[src/rtl/uart_pkg.sv]
// rtl/uart_pkg.sv - shared UART transmitter/receiver types, constants and parity helper
package uart_pkg;

   typedef enum logic [2:0] {
      TX_IDLE,
      TX_START,
      TX_DATA,
      TX_PARITY,
      TX_STOP1,
      TX_STOP2
   } tx_state_e;

   localparam int UART_DEFAULT_DIVIDER = 217;
   localparam int UART_MIN_DIVIDER     = 2;
   localparam int UART_MAX_DATA_WIDTH  = 9;

   // Narrower characters are zero-extended, which leaves the XOR unchanged.
   function automatic logic uart_parity(input logic [UART_MAX_DATA_WIDTH-1:0] data,
                                        input logic                           even);
      return even ? (^data) : ~(^data);
   endfunction

endpackage

[src/rtl/uart_sync_fifo.sv]
// rtl/uart_sync_fifo.sv - single-clock FIFO with separate occupancy count
module uart_sync_fifo #(
   parameter  int WIDTH = 8,
   parameter  int DEPTH = 16,
   localparam int AW    = $clog2(DEPTH),
   localparam int CW    = AW + 1
) (
   input  logic             clock_i,
   input  logic             reset_i,
   input  logic             push_i,
   input  logic [WIDTH-1:0] data_i,
   input  logic             pop_i,
   output logic [WIDTH-1:0] data_o,
   output logic [CW-1:0]    count_o,
   output logic             full_o,
   output logic             empty_o
);

   logic [WIDTH-1:0] mem_q [DEPTH];
   logic [AW-1:0]    wr_ptr_q, rd_ptr_q;
   logic [CW-1:0]    count_q;
   logic             do_push, do_pop;

   assign empty_o = (count_q == '0);
   assign full_o  = (count_q == CW'(DEPTH));
   assign do_pop  = pop_i && !empty_o;
   // A simultaneous pop frees a slot, so a push into a full FIFO is still taken.
   assign do_push = push_i && (!full_o || do_pop);
   assign data_o  = mem_q[rd_ptr_q];
   assign count_o = count_q;

   always_ff @(posedge clock_i) begin
      if (do_push) begin
         mem_q[wr_ptr_q] <= data_i;
      end
   end

   always_ff @(posedge clock_i) begin
      if (reset_i) begin
         wr_ptr_q <= '0;
         rd_ptr_q <= '0;
         count_q  <= '0;
      end else begin
         if (do_push) wr_ptr_q <= wr_ptr_q + AW'(1);
         if (do_pop)  rd_ptr_q <= rd_ptr_q + AW'(1);
         if (do_push && !do_pop) begin
            count_q <= count_q + CW'(1);
         end else if (do_pop && !do_push) begin
            count_q <= count_q - CW'(1);
         end
      end
   end

endmodule

[src/rtl/uart_tx_fifo.sv]
// rtl/uart_tx_fifo.sv - queued UART transmitter with runtime divider, parity and stop bits
module uart_tx_fifo
   import uart_pkg::*;
#(
   parameter int DATA_WIDTH    = 8,
   parameter int FIFO_DEPTH    = 16,
   parameter int DIVIDER_WIDTH = 16
) (
   input  logic                          clock_i,
   input  logic                          reset_i,
   input  logic                          write_i,
   input  logic [DATA_WIDTH-1:0]         data_i,
   input  logic                          two_stop_bits_i,
   input  logic                          parity_bit_i,
   input  logic                          parity_even_i,
   input  logic [DIVIDER_WIDTH-1:0]      clock_divider_i,
   output logic                          full_o,
   output logic [$clog2(FIFO_DEPTH):0]   fifo_count_o,
   output logic                          overflow_o,
   output logic                          busy_o,
   output logic                          serial_o
);

   localparam int BW = (DATA_WIDTH > 1) ? $clog2(DATA_WIDTH) : 1;
   localparam logic [DIVIDER_WIDTH-1:0] MIN_DIV = DIVIDER_WIDTH'(UART_MIN_DIVIDER);

   tx_state_e                state_q, state_d;
   logic [DIVIDER_WIDTH-1:0] cnt_q, cnt_d, div_q, div_d, div_clamped;
   logic [BW-1:0]            bit_q, bit_d;
   logic [DATA_WIDTH-1:0]    shift_q, shift_d, fifo_data;
   logic                     par_en_q, par_en_d, par_val_q, par_val_d;
   logic                     two_stop_q, two_stop_d;
   logic                     serial_q, serial_d, overflow_q;
   logic                     pop, fifo_full, fifo_empty;
   logic                     bit_done, start_frame, end_frame;

   assign div_clamped = (clock_divider_i < MIN_DIV) ? MIN_DIV : clock_divider_i;
   assign bit_done    = (cnt_q == '0);

   uart_sync_fifo #(
      .WIDTH (DATA_WIDTH),
      .DEPTH (FIFO_DEPTH)
   ) u_fifo (
      .clock_i (clock_i),
      .reset_i (reset_i),
      .push_i  (write_i),
      .data_i  (data_i),
      .pop_i   (pop),
      .data_o  (fifo_data),
      .count_o (fifo_count_o),
      .full_o  (fifo_full),
      .empty_o (fifo_empty)
   );

   always_comb begin
      state_d     = state_q;
      cnt_d       = cnt_q;
      bit_d       = bit_q;
      shift_d     = shift_q;
      div_d       = div_q;
      par_en_d    = par_en_q;
      par_val_d   = par_val_q;
      two_stop_d  = two_stop_q;
      serial_d    = 1'b1;
      start_frame = 1'b0;
      end_frame   = 1'b0;

      case (state_q)
         TX_IDLE:   start_frame = !fifo_empty;
         TX_START: begin
            serial_d = 1'b0;
            if (bit_done) begin
               state_d = TX_DATA;
               bit_d   = '0;
            end
         end
         TX_DATA: begin
            serial_d = shift_q[0];
            if (bit_done) begin
               shift_d = shift_q >> 1;
               if (bit_q == BW'(DATA_WIDTH - 1)) begin
                  state_d = par_en_q ? TX_PARITY : TX_STOP1;
               end else begin
                  bit_d = bit_q + BW'(1);
               end
            end
         end
         TX_PARITY: begin
            serial_d = par_val_q;
            if (bit_done) state_d = TX_STOP1;
         end
         TX_STOP1: begin
            if (bit_done) begin
               if (two_stop_q) state_d = TX_STOP2;
               else            end_frame = 1'b1;
            end
         end
         TX_STOP2:  end_frame = bit_done;
         default:   state_d = TX_IDLE;
      endcase

      if (state_q != TX_IDLE) begin
         cnt_d = bit_done ? (div_q - DIVIDER_WIDTH'(1)) : (cnt_q - DIVIDER_WIDTH'(1));
      end

      // Chaining straight from the last stop bit into START avoids an idle gap.
      if (end_frame) begin
         state_d     = TX_IDLE;
         start_frame = !fifo_empty;
      end

      if (start_frame) begin
         state_d    = TX_START;
         cnt_d      = div_clamped - DIVIDER_WIDTH'(1);
         div_d      = div_clamped;
         shift_d    = fifo_data;
         par_en_d   = parity_bit_i;
         two_stop_d = two_stop_bits_i;
         par_val_d  = uart_parity(UART_MAX_DATA_WIDTH'(fifo_data), parity_even_i);
      end
   end

   assign pop = start_frame;

   always_ff @(posedge clock_i) begin
      if (reset_i) begin
         state_q    <= TX_IDLE;
         cnt_q      <= '0;
         bit_q      <= '0;
         shift_q    <= '0;
         div_q      <= MIN_DIV;
         par_en_q   <= 1'b0;
         par_val_q  <= 1'b0;
         two_stop_q <= 1'b0;
         serial_q   <= 1'b1;
         overflow_q <= 1'b0;
      end else begin
         state_q    <= state_d;
         cnt_q      <= cnt_d;
         bit_q      <= bit_d;
         shift_q    <= shift_d;
         div_q      <= div_d;
         par_en_q   <= par_en_d;
         par_val_q  <= par_val_d;
         two_stop_q <= two_stop_d;
         serial_q   <= serial_d;
         overflow_q <= write_i && fifo_full && !pop;
      end
   end

   assign serial_o   = serial_q;
   assign overflow_o = overflow_q;
   assign full_o     = fifo_full;
   assign busy_o     = (state_q != TX_IDLE) || (fifo_count_o != '0);

endmodule

[config.mk]
export PLATFORM = sky130hd
export DESIGN_NAME = uart_tx_fifo
export DESIGN_NICKNAME = d
export VERILOG_FILES = /design/src/rtl/uart_pkg.sv /design/src/rtl/uart_sync_fifo.sv /design/src/rtl/uart_tx_fifo.sv
export SDC_FILE = /design/constraint.sdc
export NUM_CORES = 1
export LEC_CHECK = 0
export BUFFER_PORTS_ARGS = -buffer_cell sky130_fd_sc_hd__buf_4
export CORE_MARGIN = 8
export CORE_UTILIZATION = 50
export DETAILED_ROUTE_END_ITERATION = 12
export HOLD_SLACK_MARGIN = 0.1
export PLACE_DENSITY = 0.67
export SETUP_SLACK_MARGIN = 0.3
export SYNTH_ARGS = -nofsm -noshare
export SYNTH_HDL_FRONTEND = slang
export SYNTH_SLANG_ARGS = --single-unit
[constraint.sdc]
create_clock -name clock_i -period 9.2 [get_ports clock_i]
set_clock_uncertainty 0.15 [all_clocks]
set_input_delay 1.84 -clock clock_i [delete_from_list [all_inputs] [get_ports clock_i]]
set_output_delay 1.84 -clock clock_i [all_outputs]
set_load 0.005 [all_outputs]
==> impl_metrics.csv, run 1 <==
group,metric,value,unit
grt,grt_pass1_vias,5449,
yosys,synth-edff-count,128,
clocking,numClockSinks,196,
clocking,cts-resized-gates,0,
yosys,syn_area_per_cell,12.9,um2
worst_setup_path,path_class,"reg2out",
clocking,cts_max_level,4,
clocking,root_buffer,"clkbuf_16",
worst_setup_path,crit_chain,"nor4_1, nand2b_1, nor2_1, inv_1, buf_4",
yosys,ys_ff_latch,196,
floorplan,dieHeight,147,um
sta,setup_viol,0,
grt,grt_usage,17.2,%
grt,grt_max_degree,66,
sta,setup-tns-final,0,ns
power_and_ir_drop,vdd_drop_max,0.000201,V
route,drtIter0Drc,447,
worst_setup_path,critPathMaxFanout,11,
grt,grt_first_pass_wirelength,29.0,mm
clocking,cts_buffer_depth,2,
place,place.gp.congestion,0.863,
worst_setup_path,cp.arrival,2.35,ns
final_layout,nFillCells,1298,
yosys,synth.distinct_cells,59,
clocking,clk_latency,0.44,ns
final_layout,final_nets,729,
clocking,numCtsBuffers,17,
floorplan,die_x,147,um
worst_setup_path,crit_path_start_kind,"flip-flop",
floorplan,rows,47,
grt,antenna_found_initial,0,
worst_setup_path,worst_ep_required_time,7.21,ns
sta,finalMaxSlewViolations,0,
floorplan,design.die.area,21500,um2
final_layout,final_cell_area,9590,um2
route,num_vias,5446,
worst_setup_path,max_stage_delay,0.46,ns
place,port_buffers,38,
job,cap_violations,0,
final_layout,diodes,0,
clocking,cts_tree,"done",
sta,timing.fmax,0.231,GHz
yosys,synth_nets,704,
floorplan,start_util,51.2,%
power_and_ir_drop,p_leak,3.22,nW
route,via_per_inst,5.93,
sta,period_share,47.2,%
sta,worstMarginPinSlew,1.32,ns
route,ant_nets,0,
grt,overflow,0,
yosys,yosysSeqAreaShare,61.1,%
power_and_ir_drop,power.density,312,nW/um2
worst_setup_path,crit_path_end_kind,"primary output",
route,wl_per_cell,19.6,um
sta,max_slew_margin,11.3,%
final_layout,drive_above_1_share,18.6,%
route,wirelength,18.0,mm
yosys,yosys_warnings,0,
clocking,post_cts_buffers,0,
min_path,min_path_type,"reg2reg",
route,drc_errors,0,
route,first_pass_iters,5,
yosys,ys_async_sr_fraction,0,%
sta,finalHoldViolCount,0,
floorplan,coreArea,16600,um2
place,dp_hpwl,11.6,mm
yosys,synthFlopType,"edfxtp_1",
yosys,synthCells,661,
clocking,cts.reportedPaths.clkPinSlew,0.07,ns
place,placed_area,8950,um2
final_layout,area_growth,12.7,%
clocking,hold_buffers,0,
sta,rsz0062_at_grt,"no",
status,status,"finished clean",
sta,period_minus_slack,4.34,ns
worst_setup_path,cp_slowest_cell,"nor4_1",
yosys,syn_area,8520,um2
floorplan,pin_count,39,
## critical path: cells and delay by family, from the launching register on
family | cells | cell delay, ns
buffers and inverters | 2 | 0.30
flip-flops | 1 | 0.37
AND/OR/NAND/NOR | 3 | 1.24
## cells in the final DEF, fill, tap and decap left out, types with 5 or more instances in the layout
cell type / Yosys / layout
nand2_1: 68 / 68
edfxtp_1: 128 / 128
o21ai_0: 19 / 19
nor3_1: 15 / 14
a21oi_1: 48 / 48
o21a_1: 5 / 5
clkinv_8: 0 / 5
nor2_1: 72 / 72
and2_1: 7 / 7
a22oi_1: 9 / 9
or3_1: 5 / 5
ha_1: 12 / 12
a211oi_1: 12 / 12
dfxtp_1: 68 / 67
inv_1: 8 / 8
xnor2_1: 15 / 15
mux4_2: 36 / 36
nand3_1: 11 / 11
clkbuf_16: 0 / 17
buf_4: 2 / 45
a311oi_1: 9 / 9
xor2_1: 13 / 13
## cell usage after synthesis, drive strengths merged, types with 13 or more instances
library cell    n  area (um2)
edfxtp        128        3840
nor2           73         277
nand2          69         262
dfxtp          68        1360
a21oi          48         240
mux4           36         811
o21ai          21         105
clkbuf         20        75.1
buf            19         114
nor3           16        85.1
xnor2          15         131
a211oi         13         103
xor2           13         114
## cell type report
class	count	area, um2	area share, %
sequential	196	5210	54.3
multi-input combinational	418	3100	32.3
clock buffer	17	425	4.43
timing repair buffer	45	338	3.52
tap	220	275	2.87
clock inverter	15	218	2.27
inverter	8	30.0	0.313
## flip-flops by register name (all words and copies together), names as in the netlist, named ones only
name and flops:
state_q 3, par_val_q 1, overflow_o 1, two_stop_q 1, u_fifo.count_o 5, div_q 16
serial_o 1, bit_q 3, cnt_q 16, u_fifo.wr_ptr_q 4, par_en_q 1, u_fifo.mem_q 128
u_fifo.rd_ptr_q 4, shift_q 8
## logic make-up (layout without fill, tap and decap cells)
kind of cell               count (synthesis)  in the layout  synth area share, %
DFF                                      196            196                 61.1
buffers and inverters                     47             85                 2.57
adders and majority gates                 13             13                 2.00
xor gates and xnor gates                  28             28                 2.88
and+or+nand+nor                          209            209                 11.6
AOI/OAI and AO/OA                        131            131                 10.2
muxes                                     37             37                 9.64
## metrics by stage
step | setup slack [ns] | instances | power (mW) | hold slack [ns] | utilization (%)
final | 4.86 | 919 | 2.99 | 0.309 | 57.6
after global routing | 4.62 | 919 | 3.17 | 0.335 | 57.6
after CTS | 4.84 | 919 | 3.00 | 0.311 | 57.6
after detailed placement | 4.45 | 887 | 2.23 | 0.300 | 53.8
after global placement | 4.55 | 887 | 2.20 | 0.297 | 53.8
after floorplan | 4.96 | 661 | 1.97 | 0.287 | -
## power by group
part	switching, mW	leakage (nW)	internal [mW]
logic	0.634	1.19	0.457
registers	0.0818	1.72	1.04
clock network	0.379	0.310	0.402
## final timing paths
check,start,to,slack (ns),depth (start not counted)
setup / recovery,u_fifo.count_o[1],busy_o,4.86,5
hold / removal,div_q[15],div_q[15],0.31,2
setup reg to reg,u_fifo.count_o[1],u_fifo.count_o[4],5.19,13
hold reg to reg,div_q[15],div_q[15],0.31,2
## per-layer routing
metal / wire length (um) / global-route usage [%] / part of all wire (%)
met5: 0 / 0 / 0
met4: 322 / 6.54 / 1.8
met3: 894 / 3.55 / 5.0
met2: 9180 / 28.9 / 51
met1: 7630 / 21.5 / 42
Note: power is estimated with default switching activity, not from simulation.
==> run 2: changes to the inputs <==
==> constraint.sdc (replaced) <==
create_clock -name clock_i -period 4.3 [get_ports clock_i]
set_clock_uncertainty 0.15 [all_clocks]
set_input_delay 0.86 -clock clock_i [delete_from_list [all_inputs] [get_ports clock_i]]
set_output_delay 0.86 -clock clock_i [all_outputs]
set_load 0.005 [all_outputs]
==> run 2 against run 1 <==
- count of clock-buffer cells in the layout up 1
- core utilization up 0.098 points
- register-to-register slack worse by 4.4 ns
==> impl_metrics.csv, run 2 (synthesis gave the netlist of run 1 again) <==
group,metric,value,unit
status,status,"finished clean",
clocking,clk_latency,0.44,ns
clocking,root_buffer,"clkbuf_16",
route,wirelength,17.9,mm
floorplan,dieHeight,147,um
floorplan,design.die.area,21500,um2
worst_setup_path,crit_top_cell,"a21oi_1",
floorplan,start_util,51.2,%
sta,period_minus_slack,3.50,ns
grt,grt_max_degree,66,
route,drc_errors,0,
power_and_ir_drop,p_leak,3.24,nW
power_and_ir_drop,power_frac_seq,38.8,%
floorplan,rows,47,
route,wl_met1,7.24,mm
clocking,numClockSinks,196,
job,cap_violations,0,
worst_setup_path,path_class,"reg2reg",
clocking,cts-resized-gates,0,
power_and_ir_drop,vdd_drop_max,0.000337,V
route,met3_length,1.09,mm
grt,grt_usage,17.2,%
sta,timing.fmax,0.285,GHz
floorplan,pin_count,39,
route,wl_per_cell,19.4,um
final_layout,reg_top3,"u_fifo.mem_q: 128 flops, cnt_q: 16 flops, div_q: 16 flops",
worst_setup_path,crit_chain,"nor2b_1, nand4_1, o21a_1, nand2_1, and2_1, ha_1, inv_1, fa_1, a21o_1, a21oi_1, xnor2_1, or3_1, a21oi_1",
power_and_ir_drop,p_sw_share,36.2,%
min_path,min_path_type,"reg2reg",
sta,finalMaxSlewViolations,0,
worst_setup_path,crit_path_end_kind,"flip-flop",
sta,max_slew_margin,28.2,%
worst_setup_path,crit_path_start_kind,"flip-flop",
floorplan,coreArea,16600,um2
route,num_vias,5529,
final_layout,largest_register_ffs,128,
sta,period_share,81.5,%
route,ant_nets,0,
place,dp_hpwl,12.1,mm
grt,grt_first_pass_wirelength,28.9,mm
route,first_pass_iters,5,
final_layout,final_common_cell,"edfxtp_1",
worst_setup_path,cp.arrival,3.72,ns
final_layout,final_nets,737,
grt,antenna_found_initial,0,
final_layout,area_growth,12.9,%
worst_setup_path,max_stage_delay,0.45,ns
place,place.gp.congestion,0.894,
final_layout,layout_common_cells,"128 x edfxtp_1, 72 x nor2_1, 68 x nand2_1",
sta,setup_viol,0,
power_and_ir_drop,power.density,663,nW/um2
route,drtIter0Drc,361,
floorplan,die_x,147,um
place,port_buffers,38,
power_and_ir_drop,switchingPower,2.31,mW
power_and_ir_drop,internal_power,4.07,mW
clocking,cts_buffer_depth,2,
grt,overflow,0,
worst_setup_path,cp_num_buf_inv,1,
final_layout,diodes,0,
worst_setup_path,critPathMaxFanout,9,
clocking,hold_buffers,0,
clocking,cts_tree,"done",
sta,rsz0062_at_grt,"no",
sta,worstMarginPinSlew,1.08,ns
final_layout,drive_above_1_share,19.2,%
clocking,post_cts_buffers,0,
worst_setup_path,worst_ep_required_time,4.51,ns
sta,finalHoldViolCount,0,
worst_setup_path,crit_family,"simple AND/OR/NAND/NOR gates",
worst_setup_path,cp_slowest_cell,"dfxtp_1",
sta,hold_ws,0.312,ns
route,via_per_inst,5.96,
grt,grt_pass1_vias,5586,
route,wl_met2,9.20,mm
final_layout,regMostFlops,"u_fifo.mem_q",
sta,setup-tns-final,0,ns
clocking,cts_max_level,4,
final_layout,nFillCells,1308,
power_and_ir_drop,clock_power_share,25.1,%
clocking,cts.reportedPaths.clkPinSlew,0.07,ns
clocking,numCtsBuffers,17,
power_and_ir_drop,combinationalPowerShare,36.1,%
route,top_layer,"met4",
run 2: changes by cell type in the layout (fill, tap and decap cells not counted):
cell      delta
buf_4        +8
clkbuf_1     +1
clkinv_2     +1
clkinv_4     +1
clkinv_8     -2
inv_12       -3
inv_6        -1
inv_8        +3
nor3_1       +1
nor3_2       -1
run 2: through the flow:
| stage | setup slack, ns | instance area, um2 | util, % | std cells | total power, mW |
|---|---|---|---|---|---|
| after global routing | 0.502 | 9610 | 57.7 | 927 | 6.77 |
| after floorplan | 0.690 | 8520 | - | 661 | 4.22 |
| after global placement | 0.618 | 9010 | 54.1 | 895 | 4.74 |
| after CTS | 0.808 | 9610 | 57.7 | 927 | 6.39 |
| after detailed placement | 0.510 | 9010 | 54.1 | 895 | 4.79 |
| final | 0.796 | 9610 | 57.7 | 927 | 6.37 |
run 2: layout make-up:
| class | instances | area, um2 | area share [%] |
|---|---|---|---|
| clock buffer | 18 | 429 | 4.47 |
| inverter | 8 | 30.0 | 0.312 |
| multi-input combinational | 418 | 3100 | 32.2 |
| sequential | 196 | 5210 | 54.2 |
| clock inverter | 14 | 175 | 1.82 |
| timing repair buffer | 53 | 398 | 4.14 |
| tap | 220 | 275 | 2.86 |
run 2: worst register-to-register path: stages (launching register included):
cell     delay [ns]
dfxtp_1        0.45
nor2b_1        0.30
nand4_1        0.20
o21a_1         0.28
nand2_1        0.10
and2_1         0.34
ha_1           0.25
inv_1          0.10
fa_1           0.41
a21o_1         0.18
a21oi_1        0.17
xnor2_1        0.09
or3_1          0.30
a21oi_1        0.13
run 2: path summary, 6_finish.rpt:
check             start                 to  slack, ns  depth (start not counted)
min reg2reg   div_q[14]          div_q[14]       0.31                          2
min           div_q[14]          div_q[14]       0.31                          2
max reg2reg  state_q[2]  u_fifo.count_o[4]       0.80                         13
max          state_q[2]  u_fifo.count_o[4]       0.80                         13
run 2: power by group through the flow:
| stage | sequential [mW] | combinational (mW) | clock, mW |
|---|---|---|---|
| 2_1_floorplan | 2.38 | 1.84 | 0 |
| 3_3_place_gp | 2.50 | 2.23 | 0 |
| 3_5_place_dp | 2.51 | 2.28 | 0 |
| 4_1_cts | 2.47 | 2.30 | 1.62 |
| 5_1_grt | 2.51 | 2.55 | 1.70 |
| 6_report | 2.47 | 2.30 | 1.60 |
run 2: routing by layer:
layer  vias to the layer above  GRT usage (%)
li1                       2566              -
met2                       228           29.3
met4                         0           7.83
met1                      2703           20.2
met3                        32           3.92
met5                         -              0
